### src/rtl/tone_pkg.sv
// Shared constants and helpers for the tone mixer.
package tone_pkg;

  // Nominal system clock frequency in Hz.
  localparam int unsigned CLK_HZ = 27_000_000;

  // Half-period divisor for a tone frequency in Hz. A frequency of 0 returns 0,
  // which turns the channel off.
  function automatic int unsigned div_from_freq(input int unsigned freq_hz);
    if (freq_hz == 0) begin
      return 0;
    end
    return CLK_HZ / (2 * freq_hz);
  endfunction

endpackage

### src/rtl/tone_channel.sv
// One square-wave tone channel. It holds the half-period counter, the active
// and pending divisors, and the volume register.
// A divisor written while the channel runs waits until the counter wraps.
// This keeps every half-period whole.
module tone_channel
  import tone_pkg::*;
#(
  parameter int DIV_W = 16,
  parameter int VOL_W = 4
) (
  input  logic             clk,
  input  logic             rst,
  input  logic             wr_en,
  input  logic [DIV_W-1:0] wr_div,
  input  logic [VOL_W-1:0] wr_vol,
  output logic             tone_out,
  output logic [VOL_W-1:0] vol_out
);

  logic [DIV_W-1:0] r_cnt;
  logic [DIV_W-1:0] r_div_act;
  logic [DIV_W-1:0] r_div_pend;
  logic             r_pend;
  logic             r_tone;
  logic [VOL_W-1:0] r_vol;

  logic w_running;
  logic w_wrap;

  // The channel runs whenever it has a non-zero active divisor.
  // It wraps on the last count of each half-period.
  always_comb begin
    w_running = (r_div_act != '0);
    w_wrap    = w_running && (r_cnt == (r_div_act - DIV_W'(1)));
  end

  // Counter, divisor hand-over and tone toggle.
  always_ff @(posedge clk) begin
    if (rst) begin
      r_cnt      <= '0;
      r_div_act  <= '0;
      r_div_pend <= '0;
      r_pend     <= 1'b0;
      r_tone     <= 1'b0;
      r_vol      <= '0;
    end else begin
      if (wr_en) begin
        r_vol <= wr_vol;
      end
      if (!w_running) begin
        // An idle channel takes a new divisor at once.
        // It starts counting from zero with the tone low.
        r_cnt  <= '0;
        r_tone <= 1'b0;
        if (wr_en) begin
          r_div_act <= wr_div;
        end
      end else if (w_wrap) begin
        r_cnt <= '0;
        if (r_pend) begin
          r_div_act <= r_div_pend;
          r_pend    <= 1'b0;
          // A pending zero stops the channel. The output is forced low here
          // rather than toggled.
          r_tone    <= (r_div_pend == '0) ? 1'b0 : ~r_tone;
        end else begin
          r_tone <= ~r_tone;
        end
        // A write on the wrap cycle is queued for the next wrap.
        if (wr_en) begin
          r_div_pend <= wr_div;
          r_pend     <= 1'b1;
        end
      end else begin
        r_cnt <= r_cnt + DIV_W'(1);
        if (wr_en) begin
          r_div_pend <= wr_div;
          r_pend     <= 1'b1;
        end
      end
    end
  end

  assign tone_out = r_tone;
  assign vol_out  = r_vol;

endmodule

### src/rtl/tone_mixer.sv
// Multi-channel tone generator with a first-order sigma-delta output.
// Write interface: wr_en is a single-cycle strobe with no back-pressure.
// wr_ch, wr_div and wr_vol are sampled only on that cycle.
// A channel index of NUM_CH or above matches no channel, so that write is dropped.
module tone_mixer
  import tone_pkg::*;
#(
  parameter  int NUM_CH = 4,
  parameter  int DIV_W  = 16,
  parameter  int VOL_W  = 4,
  localparam int CH_W   = (NUM_CH > 1) ? $clog2(NUM_CH) : 1,
  localparam int SUM_W  = VOL_W + $clog2(NUM_CH)
) (
  input  logic              clk,
  input  logic              rst,
  input  logic              wr_en,
  input  logic [CH_W-1:0]   wr_ch,
  input  logic [DIV_W-1:0]  wr_div,
  input  logic [VOL_W-1:0]  wr_vol,
  output logic [NUM_CH-1:0] tone_out,
  output logic              audio_out
);

  logic [NUM_CH-1:0] w_tone;
  logic [VOL_W-1:0]  w_vol [NUM_CH];
  logic [SUM_W-1:0]  w_sum;
  logic [SUM_W:0]    w_add;

  logic [SUM_W-1:0]  r_sum;
  logic [SUM_W-1:0]  r_acc;
  logic              r_audio;

  for (genvar g = 0; g < NUM_CH; g++) begin : g_ch
    logic w_sel;
    assign w_sel = wr_en && (wr_ch == CH_W'(g));

    tone_channel #(
      .DIV_W(DIV_W),
      .VOL_W(VOL_W)
    ) u_ch (
      .clk     (clk),
      .rst     (rst),
      .wr_en   (w_sel),
      .wr_div  (wr_div),
      .wr_vol  (wr_vol),
      .tone_out(w_tone[g]),
      .vol_out (w_vol[g])
    );
  end

  // Volume-weighted sum of the channels whose tone is currently high.
  always_comb begin
    w_sum = '0;
    for (int i = 0; i < NUM_CH; i++) begin
      if (w_tone[i]) begin
        w_sum = w_sum + SUM_W'(w_vol[i]);
      end
    end
  end

  // The accumulator adds the sum each cycle. Its carry out is the 1-bit pulse density.
  always_comb begin
    w_add = {1'b0, r_acc} + {1'b0, r_sum};
  end

  // Mixer pipeline: stage 1 registers the sum.
  // Stage 2 registers the accumulator and the carry.
  always_ff @(posedge clk) begin
    if (rst) begin
      r_sum   <= '0;
      r_acc   <= '0;
      r_audio <= 1'b0;
    end else begin
      r_sum   <= w_sum;
      r_acc   <= w_add[SUM_W-1:0];
      r_audio <= w_add[SUM_W];
    end
  end

  assign tone_out  = w_tone;
  assign audio_out = r_audio;

endmodule

### config.mk
export PLATFORM = sky130hd
export DESIGN_NAME = tone_mixer
export DESIGN_NICKNAME = d
export VERILOG_FILES = /design/src/rtl/tone_pkg.sv /design/src/rtl/tone_channel.sv /design/src/rtl/tone_mixer.sv
export SDC_FILE = /design/constraint.sdc
export NUM_CORES = 1
export LEC_CHECK = 0
export ABC_AREA = 1
export BUFFER_PORTS_ARGS = -buffer_cell sky130_fd_sc_hd__buf_4
export CAP_MARGIN = 30
export CORE_MARGIN = 8
export CORE_UTILIZATION = 60
export CTS_CLUSTER_SIZE = 28
export DETAILED_ROUTE_END_ITERATION = 8
export HOLD_SLACK_MARGIN = 0.1
export PLACE_DENSITY_LB_ADDON = 0.1
export SETUP_SLACK_MARGIN = 0.02
export SLEW_MARGIN = 30
export SYNTH_ARGS = -nofsm -noshare
export SYNTH_HDL_FRONTEND = slang
export SYNTH_SLANG_ARGS = --single-unit
### constraint.sdc
create_clock -name clk -period 4.5 [get_ports clk]
set_clock_uncertainty 0.2 [all_clocks]
set_input_delay 0.9 -clock clk [delete_from_list [all_inputs] [get_ports clk]]
set_output_delay 0.9 -clock clk [all_outputs]
set_load 0.05 [all_outputs]
==> results of run 1 <==
## worst reg2reg max path: stages, from the launching register on
cell and delay (ns):
dfxtp_1 0.32, nand2_1 0.07, inv_1 0.06, ha_1 0.18, inv_1 0.06, fa_1 0.48
nand2_1 0.06, o21ai_0 0.16, inv_1 0.10, ha_1 0.28, nand2_1 0.06, nor2_1 0.04
a211oi_1 0.26, nor2_1 0.10, nand3b_1 0.18, nand2_1 0.15, ha_1 0.28, xor2_1 0.18
o21ai_0 0.20, o21bai_1 0.14, inv_1 0.05
## placed cells by master, fill, tap and decap left out, drive strengths merged
| cell | Yosys | final |
|---|---|---|
| nor3b | 13 | 13 |
| nand3b | 9 | 9 |
| nand3 | 160 | 160 |
| nor4 | 20 | 20 |
| a41oi | 3 | 3 |
| dfxtp | 229 | 229 |
| o21ai | 179 | 179 |
| clkbuf | 49 | 36 |
| nor2 | 322 | 322 |
| ha | 26 | 26 |
| bufinv | 0 | 4 |
| fa | 4 | 4 |
| o31ai | 2 | 2 |
| a211oi | 3 | 3 |
| nand4 | 23 | 23 |
| a31o | 1 | 1 |
| nor3 | 27 | 27 |
| a21oi | 163 | 163 |
| o21bai | 6 | 6 |
| and2 | 3 | 3 |
| or2 | 4 | 4 |
| xor2 | 58 | 58 |
| nand2 | 444 | 444 |
| o22ai | 1 | 1 |
| and3 | 3 | 3 |
| a31oi | 3 | 3 |
| xnor2 | 23 | 23 |
| buf | 24 | 42 |
| inv | 221 | 220 |
| clkinv | 2 | 9 |
## layer usage
layer | vias to the layer above | routed length [um] | part of all wire [%]
li1 | 6548 | - | -
met5 | - | 0 | 0
met3 | 49 | 1920 | 5.8
met2 | 312 | 15500 | 47
met1 | 5820 | 14900 | 45
met4 | 0 | 624 | 1.9
## synthesized netlist by cell type (all sizes together)
library cell  instances
and2                  3
a41oi                 3
ha                   26
o31ai                 2
fa                    4
o21bai                6
a31oi                 3
a31o                  1
and3                  3
nor2                322
o21ai               179
a211oi                3
nor3b                13
nor4                 20
nor3                 27
xor2                 58
or2                   4
buf                  24
nand3b                9
xnor2                23
o22ai                 1
nand3               160
inv                 221
nand4                23
clkinv                2
dfxtp               229
clkbuf               49
a21oi               163
nand2               444
## state kept, by name, summed over array words and instances (netlist names)
signal,cells
g_ch.u_ch.r_cnt,64
g_ch.u_ch.r_div_act,64
g_ch.u_ch.r_div_pend,64
g_ch.u_ch.vol_out,16
r_acc,6
r_sum,6
g_ch.u_ch.r_pend,4
g_ch.u_ch.tone_out,4
audio_out,1
## kinds of logic (layout without fill, tap and decap cells)
group	Yosys count	in the layout	synth area share (%)
compound gates	361	361	14.1
buf+inv	296	311	8.95
fa+ha+maj	30	30	3.02
flops	229	229	34.2
simple gates	1028	1028	34.4
xor+xnor	81	81	5.29
## power groups by stage
stage	Sequential, uW	Clock, uW	Combinational, uW
after floorplan	2490	0	3130
after global placement	2560	0	3720
after detailed placement	2560	0	3800
after CTS	2520	2270	3830
after global routing	2560	2360	4430
final	2520	2240	3850
## final cells by class
cell class	count	area, sq um
Clock buffer	36	749
Clock inverter	10	150
Fill cell	2039	7280
Inverter	223	838
Multi-Input combinational cell	1500	7620
Sequential cell	229	4580
Tap cell	280	350
Timing Repair Buffer	42	315
## worst max path at each step
stage	startpoint	end	slack, ns
final	g_ch[0].u_ch.tone_out$_SDFFE_PP0P_	r_sum[3]$_SDFF_PP0_	0.79
after global routing	g_ch[0].u_ch.vol_out[0]$_SDFFE_PP0P_	r_sum[5]$_SDFF_PP0_	0.57
after CTS	g_ch[0].u_ch.tone_out$_SDFFE_PP0P_	r_sum[3]$_SDFF_PP0_	0.87
after detailed placement	g_ch[0].u_ch.tone_out$_SDFFE_PP0P_	r_sum[3]$_SDFF_PP0_	0.92
after global placement	g_ch[0].u_ch.tone_out$_SDFFE_PP0P_	r_sum[5]$_SDFF_PP0_	1.05
after floorplan	g_ch[0].u_ch.tone_out$_SDFFE_PP0P_	r_sum[5]$_SDFF_PP0_	1.11
## through the flow
stage | total power [uW] | hold slack (ns)
2_1_floorplan | 5620 | 0.241
3_3_place_gp | 6280 | 0.263
3_5_place_dp | 6370 | 0.271
4_1_cts | 8620 | 0.281
5_1_grt | 9340 | 0.296
6_report | 8610 | 0.278
==> results.cfg, run 1 <==
[worst_hold_path]
min_from = g_ch[2].u_ch.r_cnt[0]$_SDFF_PP0_
holdPathStages = 1
holdPathEnd = g_ch[2].u_ch.r_cnt[0]$_SDFF_PP0_
hold_class = flop to flop

[worst_setup_path]
cp-start-kind = flop
reg2regPathDepth = 20
slowest_delay_ns = 0.48
critical_path.endpoint_type = flop
r2r-start = g_ch[0].u_ch.tone_out$_SDFFE_PP0P_
worstPathArrival_ns = 3.94
cp.required_ns = 4.73
reg2reg_to = r_sum[3]$_SDFF_PP0_
worst-r2r-setup-slack_ns = 0.79
path_max_fanout = 3
crit_cells = 20
cpLargestDelayFamily = adder cells
path_cells = nand2_1, inv_1, ha_1, inv_1, fa_1, nand2_1, o21ai_0, inv_1, ha_1, nand2_1, nor2_1, a211oi_1, nor2_1, nand3b_1, nand2_1, ha_1, xor2_1, o21ai_0, o21bai_1, inv_1
crit_type = flop to flop
slowest_stage = fa_1
cp_num_buf_inv = 4

[synth]
ys_ff_latch = 229
ys_seq_area_share_pct = 34.2
synth_top_area_share_pct = 34.2
ys_warn_count = 0
syn_area_sq_mm = 0.0134
synthTopCellsByArea = dfxtp_1 34%, nand2_1 12%, nor2_1 8.3%, o21ai_0 6.5%, inv_1 6.0%
ys_types = 47
syn_area_per_cell_sq_um = 6.62
synthCells = 2025
synth_top_area_cell = dfxtp_1
synth_nets = 2080

[power_and_ir_drop]
power_density_mw_per_mm2 = 589
combPwrFrac_pct = 44.7
internal-power_uw = 4890
p_leak_uw = 0.00682
power_switching_uw = 3720
ir_worst_vdd_v = 0.000392
clkPwrFrac_pct = 26.0
seqPwrFrac_pct = 29.3
switching_share_pct = 43.2

[placed_design]
placed_cell_area_sq_mm = 0.0137
post-place-ws_ns = 0.920
place.gp.congestion = 0.963
hpwl_um = 23900
placed_cells = 2274
port_buffers = 29

[floorplanning]
die_w_um = 165
die_h_um = 165
placementRows = 54
initial_utilization_pct = 61.2
die-area_sq_mm = 0.0274
num_io_pins = 30
core_sq_mm = 0.0219

[grt]
grtUsageMet2_pct = 40.9
overflow = 0
top_usage_layer = met2
use_met3_pct = 3.52
gr-usage-met1_pct = 31.2
grt_max_degree = 47
grt_util_all_layers_pct = 23.9
grt_pass1_vias = 11900
grt_pass1_wl_um = 55100
antenna_found_initial = 0

[detailed_routing]
wl_per_cell_um = 14.2
dr.pass1.iters = 5
ant_nets = 0
via_per_inst = 5.49
via_count = 12700
drcViolationCount = 0
drt_wl_total_um = 33000
first_iter_violations = 1017

[final_layout]
finalNonFillerCells = 2320
drive_gt1_share_pct = 7.99
area_delta_synth_final_pct = 8.98
fin_area_sq_mm = 0.0146
diodes = 0
nets = 2077
finish.utilization_pct = 66.7

[timing]
max_slew.worst_pin.slew_ns = 0.854
setup_viol = 0
rsz0062_at_grt = no
slew_headroom_pct = 43.0
min_period_ns = 3.71
setup_ws_ns = 0.789
setup_tns_ns = 0
final_max_slew_viol_count = 0
hold_viol = 0
final.period_utilization_pct = 82.5
fmax_mhz = 269

[flow_run]
cap_viol_max_count = 0

[clock_tree]
clk_latency_ns = 0.53
cts_tree = built
htreeDepth = 1
hold_buffers = 0
post_cts_resized = 0
clock-sinks = 229
cts.path.max_buffers = 3
postCtsSetupBuffers = 0
path_clk_slew_ns = 0.06
cts_root_buffer = clkbuf_16
cts_buffers = 26

[status]
status = complete, no violations
Note: power is estimated with default switching activity, not from simulation.
==> inputs of run 2 (changes only) <==
==> constraint.sdc (replaced) <==
create_clock -name clk -period 3.7 [get_ports clk]
set_clock_uncertainty 0.2 [all_clocks]
set_input_delay 0.74 -clock clk [delete_from_list [all_inputs] [get_ports clk]]
set_output_delay 0.74 -clock clk [all_outputs]
set_load 0.05 [all_outputs]
==> run 2 against run 1 <==
Design area grew 0.49%. Core utilization grew 0.33 points. Setup slack lost 0.49 ns. Routed wire length shrank 0.98%. First-iteration DRC count is essentially flat. Hold slack gained 0.0034 ns. Sequential share of layout area shrank 0.14 points. Maximum frequency grew 9.1%. Largest cell class unchanged. Register-to-register slack lost 0.49 ns. Die area is the same. Global-route usage shrank 0.32 points. Via count shrank 0.37%.
==> results.cfg, run 2 (synthesis results as in run 1) <==
[detailed_routing]
drcViolationCount = 0
first_iter_violations = 1016
top_layer_used = met4
wl_met3_um = 1900
dr.pass1.iters = 5
via_count = 12700
drt_wl_total_um = 32600
dr_wl_met2_um = 15700
wl_met1_um = 14600
via_per_inst = 5.46
wl_per_cell_um = 14.1
ant_nets = 0

[final_layout]
diodes = 0
area_delta_synth_final_pct = 9.51
final_cell_mix = 434 x nand2_1, 297 x nor2_1, 228 x dfxtp_1, 214 x inv_1, 173 x o21ai_0
seq_area_sq_mm = 0.00459
final_common_cell = nand2_1
fill_cells = 1997
multi_input_comb_area_sq_mm = 0.00768
largestRegisters = g_ch.u_ch.r_cnt (64), g_ch.u_ch.r_div_act (64), g_ch.u_ch.r_div_pend (64)
nets = 2081
fin_area_sq_mm = 0.0147
drive_gt1_share_pct = 8.62

[timing]
fmax_mhz = 294
final.period_utilization_pct = 91.9
final_max_slew_viol_count = 0
rsz0062_at_grt = no
slew_headroom_pct = 54.5
setup_viol = 0
hold_viol = 0
min_period_ns = 3.40
max_slew.worst_pin.slew_ns = 0.683
setup_tns_ns = 0

[worst_hold_path]
hold_class = flop to flop
holdPathStages = 1

[placed_design]
port_buffers = 29
placed_cell_area_sq_mm = 0.0137
place.gp.congestion = 0.904
hpwl_um = 23400

[floorplanning]
num_io_pins = 30
die-area_sq_mm = 0.0274
initial_utilization_pct = 61.2
die_h_um = 165
placementRows = 54
core_sq_mm = 0.0219
die_w_um = 165

[flow_run]
cap_viol_max_count = 0

[power_and_ir_drop]
ir_worst_vdd_v = 0.000628
design_power_total_uw = 10400
power_density_mw_per_mm2 = 708
p_leak_uw = 0.00682

[worst_setup_path]
worstPathArrival_ns = 3.61
crit_cells = 21
crit_type = flop to flop
critical_path.endpoint_type = flop
slowest_delay_ns = 0.47
crit_top_cell = nand2_1
cp_num_buf_inv = 5
cpLargestDelayFamily = adder cells
cp.required_ns = 3.91
cp-start-kind = flop
path_cells = nand2_1, inv_1, ha_2, inv_1, fa_1, nand2_1, o21ai_2, inv_1, ha_1, nand2_1, nor2_1, a211oi_2, nand2_1, nand3b_1, nand2_2, buf_4, ha_1, inv_1, nand2_1, a31o_2, and3_1
path_max_fanout = 3
reg2regPathDepth = 21
slowest_stage = fa_1

[clock_tree]
hold_buffers = 0
cts.path.max_buffers = 3
htreeDepth = 1
clock-sinks = 229
path_clk_slew_ns = 0.06
cts_tree = built
clk_latency_ns = 0.52
cts_buffers = 26
cts_root_buffer = clkbuf_16

[grt]
grt_pass1_wl_um = 54300
antenna_found_initial = 0
grt_util_all_layers_pct = 23.6
grt_pass1_vias = 11800
grt_max_degree = 151
overflow = 0

[status]
status = complete, no violations
## run 2: cell count changes in the layout (fill, tap and decap cells not counted), moves of 3 or more
cell	previous run	this run
buf_4	42	45
clkinv_2	7	4
clkbuf_8	4	7
ha_1	26	22
ha_4	0	3
## run 2: worst paths after layout
kind                                         from  slack [ns]                               end
max          g_ch[0].u_ch.vol_out[0]$_SDFFE_PP0P_        0.30               r_sum[5]$_SDFF_PP0_
min              g_ch[1].u_ch.r_cnt[0]$_SDFF_PP0_        0.28  g_ch[1].u_ch.r_cnt[0]$_SDFF_PP0_
max reg2reg  g_ch[0].u_ch.vol_out[0]$_SDFFE_PP0P_        0.30               r_sum[5]$_SDFF_PP0_
min reg2reg      g_ch[1].u_ch.r_cnt[0]$_SDFF_PP0_        0.28  g_ch[1].u_ch.r_cnt[0]$_SDFF_PP0_
## run 2: what timing repair did
action                     4_1_cts  5_1_grt
resized for setup                0       13
setup endpoints to repair        0        3
setup buffers                    0        1
## run 2: layer usage
layer	up-vias	track usage, %
met5	-	0
met4	0	4.63
met3	39	2.63
met2	281	41.6
met1	5823	30.8
li1	6539	-
## run 2: stage by stage
stage	utilization, %	hold slack (ns)	setup slack, ns	cells
after floorplan	-	0.241	0.311	2025
after CTS	66.7	0.264	0.0814	2321
after global placement	62.8	0.258	0.209	2277
after global routing	67.1	0.298	0.0411	2322
final	67.1	0.281	0.299	2322
after detailed placement	62.8	0.269	0.132	2277
## run 2: report_power, final
group / internal [uW] / total (uW) / switching, uW
logic: 1530 / 4720 / 3190
clock network: 1600 / 2600 / 1000
registers: 2770 / 3070 / 297
## run 2: layout make-up
class / instances / share of cell area (%)
clock inverters: 5 / 0.511
clock buffers: 39 / 5.39
well taps: 280 / 2.39
inverters: 223 / 5.71
flip-flops and latches: 229 / 31.2
multi-input cells: 1500 / 52.3
repair buffers: 46 / 2.44
